===== config.mk =====
export PLATFORM = sky130hd
export DESIGN_NAME = traffic_start_ctrl_flat
export DESIGN_NICKNAME = d
export VERILOG_FILES = /design/src/rtl/traffic_start_ctrl_if.sv /design/src/rtl/traffic_start_ctrl.sv /design/src/flat_wrapper.sv
export SDC_FILE = /design/constraint.sdc
export NUM_CORES = 1
export LEC_CHECK = 0
export CAP_MARGIN = 10
export CORE_MARGIN = 2
export CORE_UTILIZATION = 40
export CTS_BUF_LIST = sky130_fd_sc_hd__clkbuf_4
export CTS_CLUSTER_DIAMETER = 50
export DETAILED_ROUTE_END_ITERATION = 16
export SLEW_MARGIN = 5
export SYNTH_ARGS = -nofsm -noshare
export SYNTH_HDL_FRONTEND = slang
export SYNTH_SLANG_ARGS = --single-unit

===== constraint.sdc =====
create_clock -name clk -period 2.55 [get_ports clk]
set_clock_uncertainty 0.05 [all_clocks]
set_input_delay 0.255 -clock clk [delete_from_list [all_inputs] [get_ports clk]]
set_output_delay 0.255 -clock clk [all_outputs]
set_load 0.1 [all_outputs]

===== src/rtl/traffic_start_ctrl_if.sv =====
// Request-path bundle between the light FSM side (master) and traffic_start_ctrl (slave).
// press_cnt exists only when TRAFFIC_PRESS_COUNT_EN is defined.
interface traffic_start_ctrl_if;
    logic       pow;
    logic       btn;
    logic [1:0] curst;
    logic       str;
    logic       pend;
`ifdef TRAFFIC_PRESS_COUNT_EN
    logic [7:0] press_cnt;
`endif

    modport master (
        output pow,
        output btn,
        output curst,
`ifdef TRAFFIC_PRESS_COUNT_EN
        input  press_cnt,
`endif
        input  str,
        input  pend
    );

    modport slave (
        input  pow,
        input  btn,
        input  curst,
`ifdef TRAFFIC_PRESS_COUNT_EN
        output press_cnt,
`endif
        output str,
        output pend
    );
endinterface


===== src/rtl/traffic_start_ctrl.sv =====
// Button front-end for the traffic light FSM: sync, debounce, latch request, issue one-cycle STR.
// Optional request counter output enabled by defining TRAFFIC_PRESS_COUNT_EN.
module traffic_start_ctrl #(
    parameter int unsigned SYNC_STAGES     = 2,
    parameter int unsigned DEBOUNCE_CYCLES = 4,
    parameter int unsigned MIN_GREEN       = 8,
    parameter int unsigned CNT_W           = 8
) (
    input logic                 clk,
    input logic                 rst,
    traffic_start_ctrl_if.slave bus
);

    localparam int unsigned CURST_W = 2;
    localparam logic [CURST_W-1:0] ST_GREEN = CURST_W'(1);
    localparam logic [CNT_W-1:0] DB_LAST    = CNT_W'(DEBOUNCE_CYCLES);
    localparam logic [CNT_W-1:0] GREEN_MAX  = CNT_W'(MIN_GREEN);
    localparam logic [CNT_W-1:0] ACK_LAST   = CNT_W'(MIN_GREEN - 1);
    localparam logic [CNT_W-1:0] CNT_ONE    = CNT_W'(1);

    typedef enum logic [1:0] {
        S_IDLE = 2'd0,
        S_WAIT = 2'd1,
        S_FIRE = 2'd2,
        S_ACK  = 2'd3
    } state_t;

    state_t             state_q, state_d;
    logic               str_d, pend_d;
    logic [CNT_W-1:0]   ack_q, ack_d;

    logic [SYNC_STAGES-1:0] sync_q;
    logic                   db_lvl_q;
    logic [CNT_W-1:0]       db_cnt_q;
    logic                   req_q;
    logic [CNT_W-1:0]       green_q;

    logic btn_s_c;
    logic db_hit_c;
    logic green_c;
    logic green_ok_c;

    assign btn_s_c    = sync_q[SYNC_STAGES-1];
    assign db_hit_c   = (btn_s_c != db_lvl_q) && ((db_cnt_q + CNT_ONE) == DB_LAST);
    assign green_c    = (bus.curst == ST_GREEN);
    assign green_ok_c = (green_q == GREEN_MAX);

    // Synchroniser, debouncer, request edge and green timer
    always_ff @(posedge clk or posedge rst) begin
        if (rst) begin
            sync_q   <= '0;
            db_lvl_q <= 1'b0;
            db_cnt_q <= '0;
            req_q    <= 1'b0;
            green_q  <= '0;
        end else if (!bus.pow) begin
            sync_q   <= '0;
            db_lvl_q <= 1'b0;
            db_cnt_q <= '0;
            req_q    <= 1'b0;
            green_q  <= '0;
        end else begin
            sync_q <= {sync_q[SYNC_STAGES-2:0], bus.btn};
            if (btn_s_c == db_lvl_q) begin
                db_cnt_q <= '0;
            end else if (db_hit_c) begin
                db_lvl_q <= btn_s_c;
                db_cnt_q <= '0;
            end else begin
                db_cnt_q <= db_cnt_q + CNT_ONE;
            end
            // Only the debounced rising edge is a request; held buttons give one event.
            req_q <= db_hit_c && btn_s_c;
            if (!green_c) begin
                green_q <= '0;
            end else if (!green_ok_c) begin
                green_q <= green_q + CNT_ONE;
            end
        end
    end

    // Next-state and registered-output decode
    always_comb begin
        state_d = state_q;
        ack_d   = '0;
        str_d   = 1'b0;
        pend_d  = 1'b0;
        unique case (state_q)
            S_IDLE: begin
                if (req_q) begin
                    state_d = S_WAIT;
                end
            end
            S_WAIT: begin
                if (green_c && green_ok_c) begin
                    state_d = S_FIRE;
                end
            end
            S_FIRE: begin
                state_d = S_ACK;
            end
            S_ACK: begin
                // Light left green: accepted. Still green after MIN_GREEN cycles: retry.
                if (!green_c) begin
                    state_d = S_IDLE;
                end else if (ack_q == ACK_LAST) begin
                    state_d = S_WAIT;
                end else begin
                    ack_d = ack_q + CNT_ONE;
                end
            end
            default: begin
                state_d = S_IDLE;
            end
        endcase
        str_d  = (state_d == S_FIRE);
        pend_d = (state_d != S_IDLE);
    end

    // State and output registers
    always_ff @(posedge clk or posedge rst) begin
        if (rst) begin
            state_q  <= S_IDLE;
            ack_q    <= '0;
            bus.str  <= 1'b0;
            bus.pend <= 1'b0;
        end else if (!bus.pow) begin
            state_q  <= S_IDLE;
            ack_q    <= '0;
            bus.str  <= 1'b0;
            bus.pend <= 1'b0;
        end else begin
            state_q  <= state_d;
            ack_q    <= ack_d;
            bus.str  <= str_d;
            bus.pend <= pend_d;
        end
    end

`ifdef TRAFFIC_PRESS_COUNT_EN
    // Accepted requests (IDLE->WAIT), saturating
    always_ff @(posedge clk or posedge rst) begin
        if (rst) begin
            bus.press_cnt <= 8'd0;
        end else if (!bus.pow) begin
            bus.press_cnt <= 8'd0;
        end else if ((state_q == S_IDLE) && req_q && (bus.press_cnt != 8'hFF)) begin
            bus.press_cnt <= bus.press_cnt + 8'd1;
        end
    end
`endif

endmodule


===== src/flat_wrapper.sv =====
// flat-port wrapper written by rule: the top's interface ports become plain ports
module traffic_start_ctrl_flat 
#(
    parameter int unsigned SYNC_STAGES     = 2,
    parameter int unsigned DEBOUNCE_CYCLES = 4,
    parameter int unsigned MIN_GREEN       = 8,
    parameter int unsigned CNT_W           = 8
)
  (clk, rst, bus_pow, bus_btn, bus_curst, bus_str, bus_pend);
  traffic_start_ctrl_if bus_i ();
  input logic clk;
  input logic rst;
  input wire logic [$bits(bus_i.pow)-1:0] bus_pow;
  input wire logic [$bits(bus_i.btn)-1:0] bus_btn;
  input wire logic [$bits(bus_i.curst)-1:0] bus_curst;
  output wire logic [$bits(bus_i.str)-1:0] bus_str;
  output wire logic [$bits(bus_i.pend)-1:0] bus_pend;
  assign bus_i.pow = bus_pow;
  assign bus_i.btn = bus_btn;
  assign bus_i.curst = bus_curst;
  assign bus_str = bus_i.str;
  assign bus_pend = bus_i.pend;
  traffic_start_ctrl #(.SYNC_STAGES(SYNC_STAGES), .DEBOUNCE_CYCLES(DEBOUNCE_CYCLES), .MIN_GREEN(MIN_GREEN), .CNT_W(CNT_W)) u_core (.clk(clk), .rst(rst), .bus(bus_i));
endmodule

==> results.txt <==
The count of nets after finishing is 174. Hold repair after CTS inserted 0 buffers. Among all cell types in the netlist, the one instantiated most often is sky130_fd_sc_hd__dfrtp_1. The largest vdd supply drop is 0.296 mV. Setup repair after global routing left no endpoint under its margin.

The clock latency of the later-clocked register in the worst-skew pair came out at 0.34 ns. The number of setup violations in the final report is 0. The data required time of the worst path came out at 2.78 ns. The routed design has 2670 µm of wire.

The number of nets in the synthesized netlist came out at 162. The hold violation total from the final report came out at 0. The number of buffers added on ports is 7. The post-synthesis average cell area came out at 10.2 µm². The share of synthesized registers carrying an async set or reset came out at 100%. The flip-flop cell with the highest count after synthesis is sky130_fd_sc_hd__dfrtp_1. Of the cells placed in the final design, the portion with a size suffix greater than 1 is between 10% and 20%. Entering global routing, the biggest net connects 33 pins. The total power consumption of the routed design came out at 822 µW.

The setup slack of the worst register-to-register path came out at 0.78 ns. For this design the ratio of total power to cell area is 480 nW/µm². The arrival time at the worst endpoint came out at around 2 ns. The maximum fanout along the worst path is 7. The routed layout has between 1,000 and 1,500 vias. The element type at the critical path start is a flip-flop. The startpoint identified for the worst register-to-register timing path is u_core.ack_q[0]. In this run the standard cell core region covers around 3700 µm². The run finished with clean final reports.

The overall overflow remaining after global route came out at 0. The post-CTS clock slew at the launch and capture registers of the worst setup and hold paths came out at 0.11 ns. sky130_fd_sc_hd__dfrtp_1 takes more of the synthesized area than any other cell.

In the synthesized netlist, mux cells make up 1.37% of the area. The routed wirelength normalized by instance count is 12.6 µm. STA classifies the critical path endpoint as a flip-flop. The top cell type by area accounts for 51.7% of the synthesized area. The tree built by TritonCTS fans out to 32 sinks.

The min-delay analysis places its worst path in the category input port to asynchronous set/reset pin. The number of synthesized flops with an enable pin is 0. The max-cap check violation count came out at 0.

The endpoint identified for the worst register-to-register timing path is u_core.ack_q[3]. The initial antenna violation count came out at 0. By area, the combinational part of the netlist is dominated by simple AND/OR/NAND/NOR gates.

The beginning of the critical path is u_core.ack_q[0]. The level count of the clock H-tree is 2. The peak per-stage delay on the critical path is 0.46 ns. The signal on the critical path passes through ha_1, nor4b_1, and3_1, or3_1, nor2_1. The largest delay contributor family on the critical path is simple AND/OR/NAND/NOR gates. The number of max-slew violations in the final report is 0. The logic depth of the worst register-to-register path came out at 5. The mean number of vias per cell is 5.13. The overall fraction of global-route tracks in use came out at 15.1%. The share of the Yosys chip area taken by registers is 51.7%.

The number of clock buffers added by TritonCTS is 5. The initial core utilization came out at 42.0%. The combined buffer and inverter count along the critical path came out at 0. The first-pass GRT wire length came out at between 4000 and 5000 µm.

The number of global-route vias before repair came out at between 1,000 and 1,500. The worst setup path is of the flip-flop to flip-flop kind. Compared with the post-synthesis result, the final layout area differs by 10.8%. At the pin with the least slew margin, the transition time is 0.421 ns.

The horizontal die dimension is around 66 µm. Synthesis produced a netlist whose cell count is approximately 150. TritonCTS built the clock tree. After Yosys synthesis, XOR and XNOR cells account for 10.7% of the synthesized area. The worst pin sits at a relative slew slack of 71.9%. The total iterations of the first detailed-routing run is 4. The estimated wirelength of the detail-placed design came out at between 1500 and 2000 µm. In this run, post-CTS repair resized a total of 0 instances.

The number of placement rows came out at 22. The leakage power figure is approximately 0.76 nW. The sum of negative setup slack came out at 0 ns.

Synthesis inferred 32 register bits. The routability-driven placement congestion ratio came out at roughly 0.77. The detailed router's first-iteration violation count came out at 20.

The complex-gate fraction of the synthesized area is ~4.4%. After layout, the minimum clock period comes to 1.77 ns. After synthesis, the cell types taking the most area are sky130_fd_sc_hd__dfrtp_1, sky130_fd_sc_hd__xor2_1, sky130_fd_sc_hd__nor2_1. The maximum achievable frequency is 566 MHz. During synthesis, Yosys emitted a total of 0 warnings. The repair_antennas step left the layout with diodes totalling 0. The buffer levels on the longest clock path came out at 2. The synthesized netlist occupies a cell area of 1550 µm². The synthesized-area fraction occupied by adder cells is under 10%. The commonest cells after synthesis are sky130_fd_sc_hd__dfrtp_1, sky130_fd_sc_hd__nor2_1, sky130_fd_sc_hd__nand3_1, sky130_fd_sc_hd__xor2_1, sky130_fd_sc_hd__nand2_1. The number of unique standard cell types used by synthesis came out at 35. The most critical setup path has its endpoint at u_core.ack_q[3]. After Yosys synthesis, and, or, nand and nor cells account for 25.5% of the synthesized area. The top-level I/O count came out at 8. The final clock period utilization by the worst path came out at 69.3%. The slowest stage of the critical path is the sky130_fd_sc_hd__or3_1 cell.

The post-route DRC violation count is 0. The buffers inserted during post-CTS setup optimization came out at 0. The number of logic stages on the critical path including buffering is 5. The die outline height is roughly 66 µm. The count of nets left with antenna violations once routing finished came out at 0. The master cell of the clock root buffer is sky130_fd_sc_hd__clkbuf_4.

The area of the die came out at between 4000 and 5000 µm².
power by group:
part	internal (mW)	total (mW)	switching, mW
Sequential	0.510	0.512	0.00252
Combinational	0.0131	0.0326	0.0195
Clock	0.101	0.277	0.176
registers in the layout (all words and copies together), names as in the netlist:
name,count
u_core.sync_q,2
u_core.state_q,2
u_core.green_q,8
u_core.bus.str,1
u_core.db_lvl_q,1
u_core.req_q,1
u_core.ack_q,8
u_core.db_cnt_q,8
u_core.bus.pend,1
worst register-to-register path, cell delays in order, from the launching register on:
cell,delay [ns]
sky130_fd_sc_hd__dfrtp_1,0.44
sky130_fd_sc_hd__ha_1,0.27
sky130_fd_sc_hd__nor4b_1,0.16
sky130_fd_sc_hd__and3_1,0.17
sky130_fd_sc_hd__or3_1,0.46
sky130_fd_sc_hd__nor2_1,0.16
layout make-up:
type,count,area (µm²)
clock inverter,3,13.8
sequential,32,801
inverter,5,18.8
clock buffer,5,37.5
fill,360,1970
tap,48,60.1
timing repair buffer,8,72.6
multi-input combinational,111,711
placed cells by master (no fill, tap or decap), drive strengths merged, types with 2 or more instances in the layout:
| cell | Yosys | final |
|---|---|---|
| dfrtp | 32 | 32 |
| nor2 | 22 | 22 |
| nand3 | 15 | 15 |
| xor2 | 13 | 13 |
| nand2 | 11 | 11 |
| and3 | 8 | 8 |
| xnor2 | 5 | 5 |
| inv | 5 | 5 |
| ha | 5 | 5 |
| clkbuf | 0 | 5 |
| clkdlybuf4s50 | 0 | 5 |
| a21oi | 4 | 4 |
| o21ai | 4 | 4 |
| nor3 | 4 | 4 |
| and2 | 3 | 3 |
| buf | 3 | 3 |
| clkinv | 0 | 3 |
| or3 | 2 | 2 |
| nand2b | 2 | 2 |
| nor4b | 2 | 2 |
cells by family after synthesis:
family / Yosys count
simple gates: 75
flops: 32
xor+xnor: 18
mux: 2
fa+ha+maj: 5
compound gates: 11
buf+inv: 8
worst min-delay path by stage:
stage | cells after the start | slack, ns | end
6_report | 3 | 0.24 | u_core.green_q[0]
3_3_place_gp | 1 | 0.41 | u_core.sync_q[1]
4_1_cts | 3 | 0.25 | u_core.green_q[0]
5_1_grt | 3 | 0.27 | u_core.green_q[6]
2_1_floorplan | 1 | 0.32 | u_core.ack_q[0]
3_5_place_dp | 1 | 0.41 | u_core.sync_q[1]
through the flow:
stage | util [%] | hold WS (ns) | area (µm²) | setup WS (ns) | std cells
CTS | 46.5 | 0.250 | 1710 | 0.776 | 212
global placement | 45.1 | 0.407 | 1660 | 0.692 | 204
global route | 46.5 | 0.268 | 1710 | 0.674 | 212
detailed placement | 45.1 | 0.412 | 1660 | 0.596 | 204
finish | 46.5 | 0.238 | 1710 | 0.782 | 212
floorplan | - | 0.321 | 1550 | 0.935 | 151
layer usage:
| layer | up-vias | track usage (%) | routed length [µm] |
|---|---|---|---|
| li1 | 531 | - | - |
| met1 | 534 | 18.1 | 1210 |
| met2 | 15 | 24.4 | 1290 |
| met3 | 7 | 5.11 | 109 |
| met4 | 0 | 6.89 | 57 |
| met5 | - | 0 | 0 |
Note: power is estimated with default switching activity, not from simulation.
